## src/rtl/alu_seq_pkg.sv

```systemverilog
// Shared constants for the nibble-serial ALU sequencer: op codes, FSM states, slice width.
package alu_seq_pkg;

    localparam int NIB_W = 4;

    localparam logic [2:0] OP_ADD   = 3'b000;
    localparam logic [2:0] OP_SUB   = 3'b001;
    localparam logic [2:0] OP_AND   = 3'b010;
    localparam logic [2:0] OP_OR    = 3'b011;
    localparam logic [2:0] OP_XOR   = 3'b100;
    localparam logic [2:0] OP_NOTA  = 3'b101;
    localparam logic [2:0] OP_PASSB = 3'b110;
    localparam logic [2:0] OP_CMP   = 3'b111;

    typedef enum logic [1:0] {
        ST_IDLE = 2'd0,
        ST_RUN  = 2'd1,
        ST_DONE = 2'd2
    } state_t;

    function automatic logic op_is_sub(input logic [2:0] op);
        return (op == OP_SUB) || (op == OP_CMP);
    endfunction

endpackage

```

## src/rtl/alu_nibble_sequencer_if.sv

```systemverilog
// Request/response bundle for alu_nibble_sequencer; req_cin exists only with ALU_SEQ_CARRY_IN_EN.
interface alu_nibble_sequencer_if #(parameter int NIBBLES = 4);

    localparam int W = 4 * NIBBLES;

    logic           req_valid;
    logic           req_ready;
    logic [2:0]     req_op;
    logic [W-1:0]   req_a;
    logic [W-1:0]   req_b;
`ifdef ALU_SEQ_CARRY_IN_EN
    logic           req_cin;
`endif
    logic           rsp_valid;
    logic           rsp_ready;
    logic [W-1:0]   rsp_f;
    logic           rsp_cout;
    logic           rsp_zero;
    logic           rsp_ovf;

`ifdef ALU_SEQ_CARRY_IN_EN
    modport slave (
        input  req_valid, req_op, req_a, req_b, req_cin, rsp_ready,
        output req_ready, rsp_valid, rsp_f, rsp_cout, rsp_zero, rsp_ovf
    );
    modport master (
        output req_valid, req_op, req_a, req_b, req_cin, rsp_ready,
        input  req_ready, rsp_valid, rsp_f, rsp_cout, rsp_zero, rsp_ovf
    );
`else
    modport slave (
        input  req_valid, req_op, req_a, req_b, rsp_ready,
        output req_ready, rsp_valid, rsp_f, rsp_cout, rsp_zero, rsp_ovf
    );
    modport master (
        output req_valid, req_op, req_a, req_b, rsp_ready,
        input  req_ready, rsp_valid, rsp_f, rsp_cout, rsp_zero, rsp_ovf
    );
`endif

endinterface

```

## src/rtl/alu_seq_slice.sv

```systemverilog
// Combinational 4-bit ALU slice; c3 is the carry into the slice MSB, used for signed overflow.
module alu_seq_slice
    import alu_seq_pkg::*;
(
    input  logic [NIB_W-1:0] a,
    input  logic [NIB_W-1:0] b,
    input  logic             cin,
    input  logic [2:0]       op,
    output logic [NIB_W-1:0] f,
    output logic             cout,
    output logic             c3
);

    logic [NIB_W-1:0] bx;
    logic [NIB_W:0]   sum;

    always_comb begin
        bx   = op_is_sub(op) ? ~b : b;
        sum  = {1'b0, a} + {1'b0, bx} + {{NIB_W{1'b0}}, cin};
        f    = '0;
        cout = 1'b0;
        c3   = 1'b0;
        case (op)
            OP_ADD, OP_SUB, OP_CMP: begin
                f    = sum[NIB_W-1:0];
                cout = sum[NIB_W];
                // carry into bit 3 recovered from the sum bit and its two operand bits
                c3   = a[NIB_W-1] ^ bx[NIB_W-1] ^ sum[NIB_W-1];
            end
            OP_AND:   f = a & b;
            OP_OR:    f = a | b;
            OP_XOR:   f = a ^ b;
            OP_NOTA:  f = ~a;
            OP_PASSB: f = b;
            default:  f = '0;
        endcase
    end

endmodule

```

## src/rtl/alu_nibble_sequencer.sv

```systemverilog
// W-bit ALU built from one 4-bit slice stepped LSB nibble first, carry registered between nibbles.
// Optional carry/borrow-in port enabled by defining ALU_SEQ_CARRY_IN_EN.
module alu_nibble_sequencer
    import alu_seq_pkg::*;
#(
    parameter int NIBBLES = 4
) (
    input  logic                  clk,
    input  logic                  rst_n,
    alu_nibble_sequencer_if.slave bus,
    output logic                  busy
);

    localparam int W     = NIB_W * NIBBLES;
    localparam int IDX_W = (NIBBLES > 1) ? $clog2(NIBBLES) : 1;

    state_t           state_q, state_d;
    logic [2:0]       op_q;
    logic [W-1:0]     a_q, b_q, res_q;
    logic [IDX_W-1:0] idx_q;
    logic             carry_q, zero_q, cout_q, ovf_q;

    logic [NIB_W-1:0] nib_a, nib_b, nib_f;
    logic             nib_cout, nib_c3;
    logic             accept, last, cin_init;

    assign accept = bus.req_valid && (state_q == ST_IDLE);
    assign last   = (idx_q == IDX_W'(NIBBLES - 1));
    assign nib_a  = a_q[idx_q*NIB_W +: NIB_W];
    assign nib_b  = b_q[idx_q*NIB_W +: NIB_W];

`ifdef ALU_SEQ_CARRY_IN_EN
    // req_cin is a carry-in for ADD and a borrow-in for SUB/CMP
    assign cin_init = op_is_sub(bus.req_op) ? ~bus.req_cin :
                      (bus.req_op == OP_ADD) ? bus.req_cin : 1'b0;
`else
    assign cin_init = op_is_sub(bus.req_op);
`endif

    alu_seq_slice u_slice (
        .a    (nib_a),
        .b    (nib_b),
        .cin  (carry_q),
        .op   (op_q),
        .f    (nib_f),
        .cout (nib_cout),
        .c3   (nib_c3)
    );

    always_ff @(posedge clk or negedge rst_n) begin
        if (!rst_n) state_q <= ST_IDLE;
        else        state_q <= state_d;
    end

    always_comb begin
        state_d = state_q;
        case (state_q)
            ST_IDLE: if (bus.req_valid) state_d = ST_RUN;
            ST_RUN:  if (last)          state_d = ST_DONE;
            ST_DONE: if (bus.rsp_ready) state_d = ST_IDLE;
            default:                    state_d = ST_IDLE;
        endcase
    end

    always_comb begin
        bus.req_ready = (state_q == ST_IDLE);
        bus.rsp_valid = (state_q == ST_DONE);
        busy          = (state_q == ST_RUN);
        bus.rsp_f     = res_q;
        bus.rsp_cout  = cout_q;
        bus.rsp_ovf   = ovf_q;
        bus.rsp_zero  = (state_q == ST_DONE) && zero_q;
    end

    always_ff @(posedge clk or negedge rst_n) begin
        if (!rst_n) begin
            op_q    <= OP_ADD;
            a_q     <= '0;
            b_q     <= '0;
            res_q   <= '0;
            idx_q   <= '0;
            carry_q <= 1'b0;
            zero_q  <= 1'b0;
            cout_q  <= 1'b0;
            ovf_q   <= 1'b0;
        end else if (accept) begin
            op_q    <= bus.req_op;
            a_q     <= bus.req_a;
            b_q     <= bus.req_b;
            res_q   <= '0;
            idx_q   <= '0;
            carry_q <= cin_init;
            zero_q  <= 1'b1;
            cout_q  <= 1'b0;
            ovf_q   <= 1'b0;
        end else if (state_q == ST_RUN) begin
            // CMP keeps the result cleared but still tracks flags of the difference
            if (op_q != OP_CMP) res_q[idx_q*NIB_W +: NIB_W] <= nib_f;
            carry_q <= nib_cout;
            zero_q  <= zero_q && (nib_f == '0);
            idx_q   <= idx_q + 1'b1;
            if (last) begin
                cout_q <= nib_cout;
                ovf_q  <= nib_c3 ^ nib_cout;
            end
        end
    end

endmodule

```

## src/flat_wrapper.sv

```systemverilog
// flat-port wrapper written by rule: the top's interface ports become plain ports
module alu_nibble_sequencer_flat import alu_seq_pkg::*;
#(
    parameter int NIBBLES = 4
)
  (clk, rst_n, busy, bus_req_valid, bus_req_op, bus_req_a, bus_req_b, bus_rsp_ready, bus_req_ready, bus_rsp_valid, bus_rsp_f, bus_rsp_cout, bus_rsp_zero, bus_rsp_ovf);
  alu_nibble_sequencer_if #(.NIBBLES(NIBBLES)) bus_i ();
  input  logic clk;
  input  logic rst_n;
  output logic busy;
  input wire logic [$bits(bus_i.req_valid)-1:0] bus_req_valid;
  input wire logic [$bits(bus_i.req_op)-1:0] bus_req_op;
  input wire logic [$bits(bus_i.req_a)-1:0] bus_req_a;
  input wire logic [$bits(bus_i.req_b)-1:0] bus_req_b;
  input wire logic [$bits(bus_i.rsp_ready)-1:0] bus_rsp_ready;
  output wire logic [$bits(bus_i.req_ready)-1:0] bus_req_ready;
  output wire logic [$bits(bus_i.rsp_valid)-1:0] bus_rsp_valid;
  output wire logic [$bits(bus_i.rsp_f)-1:0] bus_rsp_f;
  output wire logic [$bits(bus_i.rsp_cout)-1:0] bus_rsp_cout;
  output wire logic [$bits(bus_i.rsp_zero)-1:0] bus_rsp_zero;
  output wire logic [$bits(bus_i.rsp_ovf)-1:0] bus_rsp_ovf;
  assign bus_i.req_valid = bus_req_valid;
  assign bus_i.req_op = bus_req_op;
  assign bus_i.req_a = bus_req_a;
  assign bus_i.req_b = bus_req_b;
  assign bus_i.rsp_ready = bus_rsp_ready;
  assign bus_req_ready = bus_i.req_ready;
  assign bus_rsp_valid = bus_i.rsp_valid;
  assign bus_rsp_f = bus_i.rsp_f;
  assign bus_rsp_cout = bus_i.rsp_cout;
  assign bus_rsp_zero = bus_i.rsp_zero;
  assign bus_rsp_ovf = bus_i.rsp_ovf;
  alu_nibble_sequencer #(.NIBBLES(NIBBLES)) u_core (.clk(clk), .rst_n(rst_n), .bus(bus_i), .busy(busy));
endmodule
```

## config.mk

```make
export PLATFORM = sky130hd
export DESIGN_NAME = alu_nibble_sequencer_flat
export DESIGN_NICKNAME = d
export VERILOG_FILES = /design/src/rtl/alu_seq_pkg.sv /design/src/rtl/alu_nibble_sequencer_if.sv /design/src/rtl/alu_seq_slice.sv /design/src/rtl/alu_nibble_sequencer.sv /design/src/flat_wrapper.sv
export SDC_FILE = /design/constraint.sdc
export NUM_CORES = 1
export LEC_CHECK = 0
export CORE_ASPECT_RATIO = 1.4
export CORE_MARGIN = 2
export CORE_UTILIZATION = 45
export CTS_CLUSTER_SIZE = 20
export DETAILED_ROUTE_END_ITERATION = 8
export PLACE_DENSITY_LB_ADDON = 0.08
export SKIP_CTS_REPAIR_TIMING = 1
export SLEW_MARGIN = 15
export SYNTH_ARGS = -nofsm -noshare
export SYNTH_HDL_FRONTEND = slang
export SYNTH_HIERARCHICAL = 1
export SYNTH_SLANG_ARGS = --single-unit
```

## constraint.sdc

```tcl
create_clock -name clk -period 4.46 [get_ports clk]
set_input_delay 0.446 -clock clk [delete_from_list [all_inputs] [get_ports clk]]
set_output_delay 0.446 -clock clk [all_outputs]
set_load 0.005 [all_outputs]
```

==> results by group <==
Floorplanning
  – Die height: approximately 110 microns
  – Io pins: just over 60
  – Die area: about 8100 sq um
  – FP Rows: 37
  – Die width: 76.7 microns
  – Initial Utilization: about 46%
  – Core area: 7270 sq um

STA
  – RSZ-0062 raised after global routing: false
  – Clock skew: 9.70 ps
  – Post-layout min period: roughly 3400 ps
  – Hold Vio Cnt, Final: 0
  – Final Max Tran Viols: 0
  – Max Freq: about 0.3 GHz
  – Final period utilization: about three quarters
  – Worst Max-Slew Pin Slew: roughly 760 ps
  – Final setup viols: 0
  – Max_slew headroom: roughly 50%
  – Post-route setup TNS: 0 ps

Setup path
  – Crit-path max FO: 10
  – Worst Setup SP: u_core/idx_q[0]$_DFFE_PN0P_
  – Reg2reg end: u_core/zero_q$_DFFE_PN0P_
  – CP endpoint kind: flop
  – Worst reg-to-reg path cell count: 9
  – Req. time, crit path: around 4700 ps
  – Slowest CP cell: dfrtp_1
  – WP buf/inv: 0
  – WP depth: 9
  – Critical path type: reg -> reg
  – R2R Setup Slk: 1080 ps
  – Worst reg2reg startpoint: u_core/idx_q[0]$_DFFE_PN0P_
  – CP endpoint: u_core/zero_q$_DFFE_PN0P_
  – Critical Path Start Type: flop
  – Critical path arrival: 3560 ps
  – Delay of the slowest critical-path stage: roughly 680 ps
  – Worst-path cell chain: mux4_2 -> xnor2_1 -> fa_1 -> fa_1 -> xnor2_1 -> o221ai_1 -> nor4_1 -> o21ai_0 -> nand2_1
  – Crit-path leading delay family: adder cells

Route
  – Wirelength per Cell: 14.8 microns
  – Final antenna-violating net count: 0
  – Via density: between 5 and 6
  – DR pass1 iterations: 4
  – DR DRC count: 0
  – Total number of vias: approximately 2,500
  – 1st-iter DRT viols: 124
  – WL final: between 7 and 8 mm

Clock tree
  – Total CTS buffers: 9
  – Clock sinks: between 50 and 60
  – CTS tree: done
  – Clk_lat worst skew: about 330 ps
  – Clk buf depth: 2
  – Clock slew seen by the registers of the worst setup and hold paths: roughly 70 ps
  – Clk root buf: clkbuf_8
  – H-tree depth: 3

Global routing
  – Initial antenna violation count: 0
  – Gr usage total: about a fifth
  – Pin count of the biggest net entering global routing: 60
  – Vias in the first global route: approximately 2,600
  – GRT overflow: 0
  – First-pass GRT wire length: between 10 and 15 mm

Yosys
  – Cells after Synth: about 340
  – Top_reg_cell synth: dfrtp_1
  – Register area share after synthesis: between 40% and 50%
  – Synth Cell Area: 3330 sq um
  – Asr flop ratio synth: between 90% and 100%
  – Post-synthesis cell type count: 48
  – Post-synth EDFFs: 0
  – Post-Syn Nets: ~400
  – Mapped Avg Cell Area: a little under 10 sq um
  – Post-synthesis register bit count: 59
  – Synth warn: 6

Final layout
  – Nets@finish: roughly 450
  – Commonest non-fill, non-tap cell in the layout: nand2_1
  – Filler cells: about 670
  – Core Util, Final: 58.1%
  – Share of layout cells above drive strength 1: 12.5%
  – Syn-to-layout area delta: 27.1%
  – Diodes inserted: 0
  – Most frequent cells in the layout: nand2_1, clkdlybuf4s50_1, dfrtp_1, inv_1, ha_1

Placed design
  – Post-DP HPWL: 5.17 mm
  – Placer Congestion: between 0.7 and 0.8
  – IO buf count: 60

Flow run
  – Max_cap viols: 0

Min path
  – Hold WC Path Type: in -> async

Power
  – Leakage power: 0.00205 uW
  – Power Density: 813 nW/um^2
  – Max VDD drop: approximately 0.4 mV

Outcome
  – Status: completed
==> worst register-to-register path, cell delays in order (launching register included) <==
cell and delay [ps]:
dfrtp_1 680, mux4_2 630, xnor2_1 170, fa_1 420
fa_1 420, xnor2_1 140, o221ai_1 410, nor4_1 130
o21ai_0 170, nand2_1 70
==> how the worst min path moves through the flow <==
stage / start / depth (start not counted) / endpoint
floorplan: rst_n / 0 / u_core/a_q[0]$_DFFE_PN0P_
global placement: u_core/a_q[13]$_DFFE_PN0P_ / 2 / u_core/a_q[13]$_DFFE_PN0P_
detailed placement: u_core/a_q[9]$_DFFE_PN0P_ / 2 / u_core/a_q[9]$_DFFE_PN0P_
CTS: rst_n / 2 / u_core/a_q[1]$_DFFE_PN0P_
global route: rst_n / 2 / u_core/bus.rsp_f[6]$_DFFE_PN0P_
finish: rst_n / 2 / u_core/idx_q[1]$_DFFE_PN0P_
==> through the flow <==
stage	setup WS, ps	hold slack (ps)	total power [uW]	std cells	area (sq um)
finish	1080	261	3440	497	4230
global route	775	338	3740	497	4230
CTS	1030	294	3470	497	4230
detailed placement	1080	457	2850	481	3980
global placement	1090	455	2810	481	3980
floorplan	1340	150	2310	337	3330
==> flip-flops by register name, indices dropped and copies added (netlist names) <==
register,cells
u_core/a_q,16
u_core/b_q,16
u_core/bus.rsp_cout,1
u_core/bus.rsp_f,16
u_core/bus.rsp_ovf,1
u_core/carry_q,1
u_core/idx_q,2
u_core/op_q,3
u_core/state_q,2
u_core/zero_q,1
==> Yosys cell counts (2+ instances only) <==
master,n,share of area [%]
mux2_2,13,4.4
a22oi_1,2,0.45
inv_1,19,2.1
a22o_1,4,1.1
buf_6,4,1.4
a21oi_2,2,0.53
nand2_1,110,12
dfrtp_1,59,44
clkbuf_1,8,0.90
buf_2,4,0.60
mux4_2,8,5.4
nor2_1,7,0.79
a211oi_2,2,0.75
nand3b_1,2,0.45
xnor2_1,8,2.1
o21ai_0,6,0.90
o21ai_1,4,0.60
o22a_1,2,0.53
nor3b_1,3,0.68
a21oi_1,5,0.75
mux2i_1,4,1.2
ha_1,17,6.4
and3_1,13,2.4
a21o_1,2,0.45
fa_1,2,1.2
nand2b_1,3,0.56
nand3_1,3,0.45
==> cells by family after synthesis <==
family,synth area share (%)
AND/OR/NAND/NOR,20.8
flip-flops,44.4
AO/OA/AOI/OAI,9.07
buffers and inverters,5.00
multiplexers,11.0
adder cells (fa/ha/maj),7.60
XOR/XNOR,2.11
==> area by class of cell <==
cell class              instances  area (sq um)  area share, %
well taps                      97           121           2.87
clock buffers                  10           138           3.26
repair buffers                 63           618           14.6
inverters                      19          71.3           1.69
clock inverters                 6           111           2.64
multi-input cells             243          1690           40.0
flip-flops and latches         59          1480           34.9
==> per-layer routing <==
layer	wire [microns]	GRT usage (%)
met3	268	3.68
met1	3130	24.6
met2	3790	33.3
met5	0	0
met4	142	8.18
==> power by group <==
| group | switching [uW] | total (uW) | leakage, uW | internal [uW] |
|---|---|---|---|---|
| sequential | 238 | 995 | 0.000757 | 757 |
| clock | 220 | 608 | 0.000123 | 387 |
| combinational | 962 | 1830 | 0.00117 | 872 |
| total | 1420 | 3440 | 0.00205 | 2020 |
Note: power is estimated with default switching activity, not from simulation.
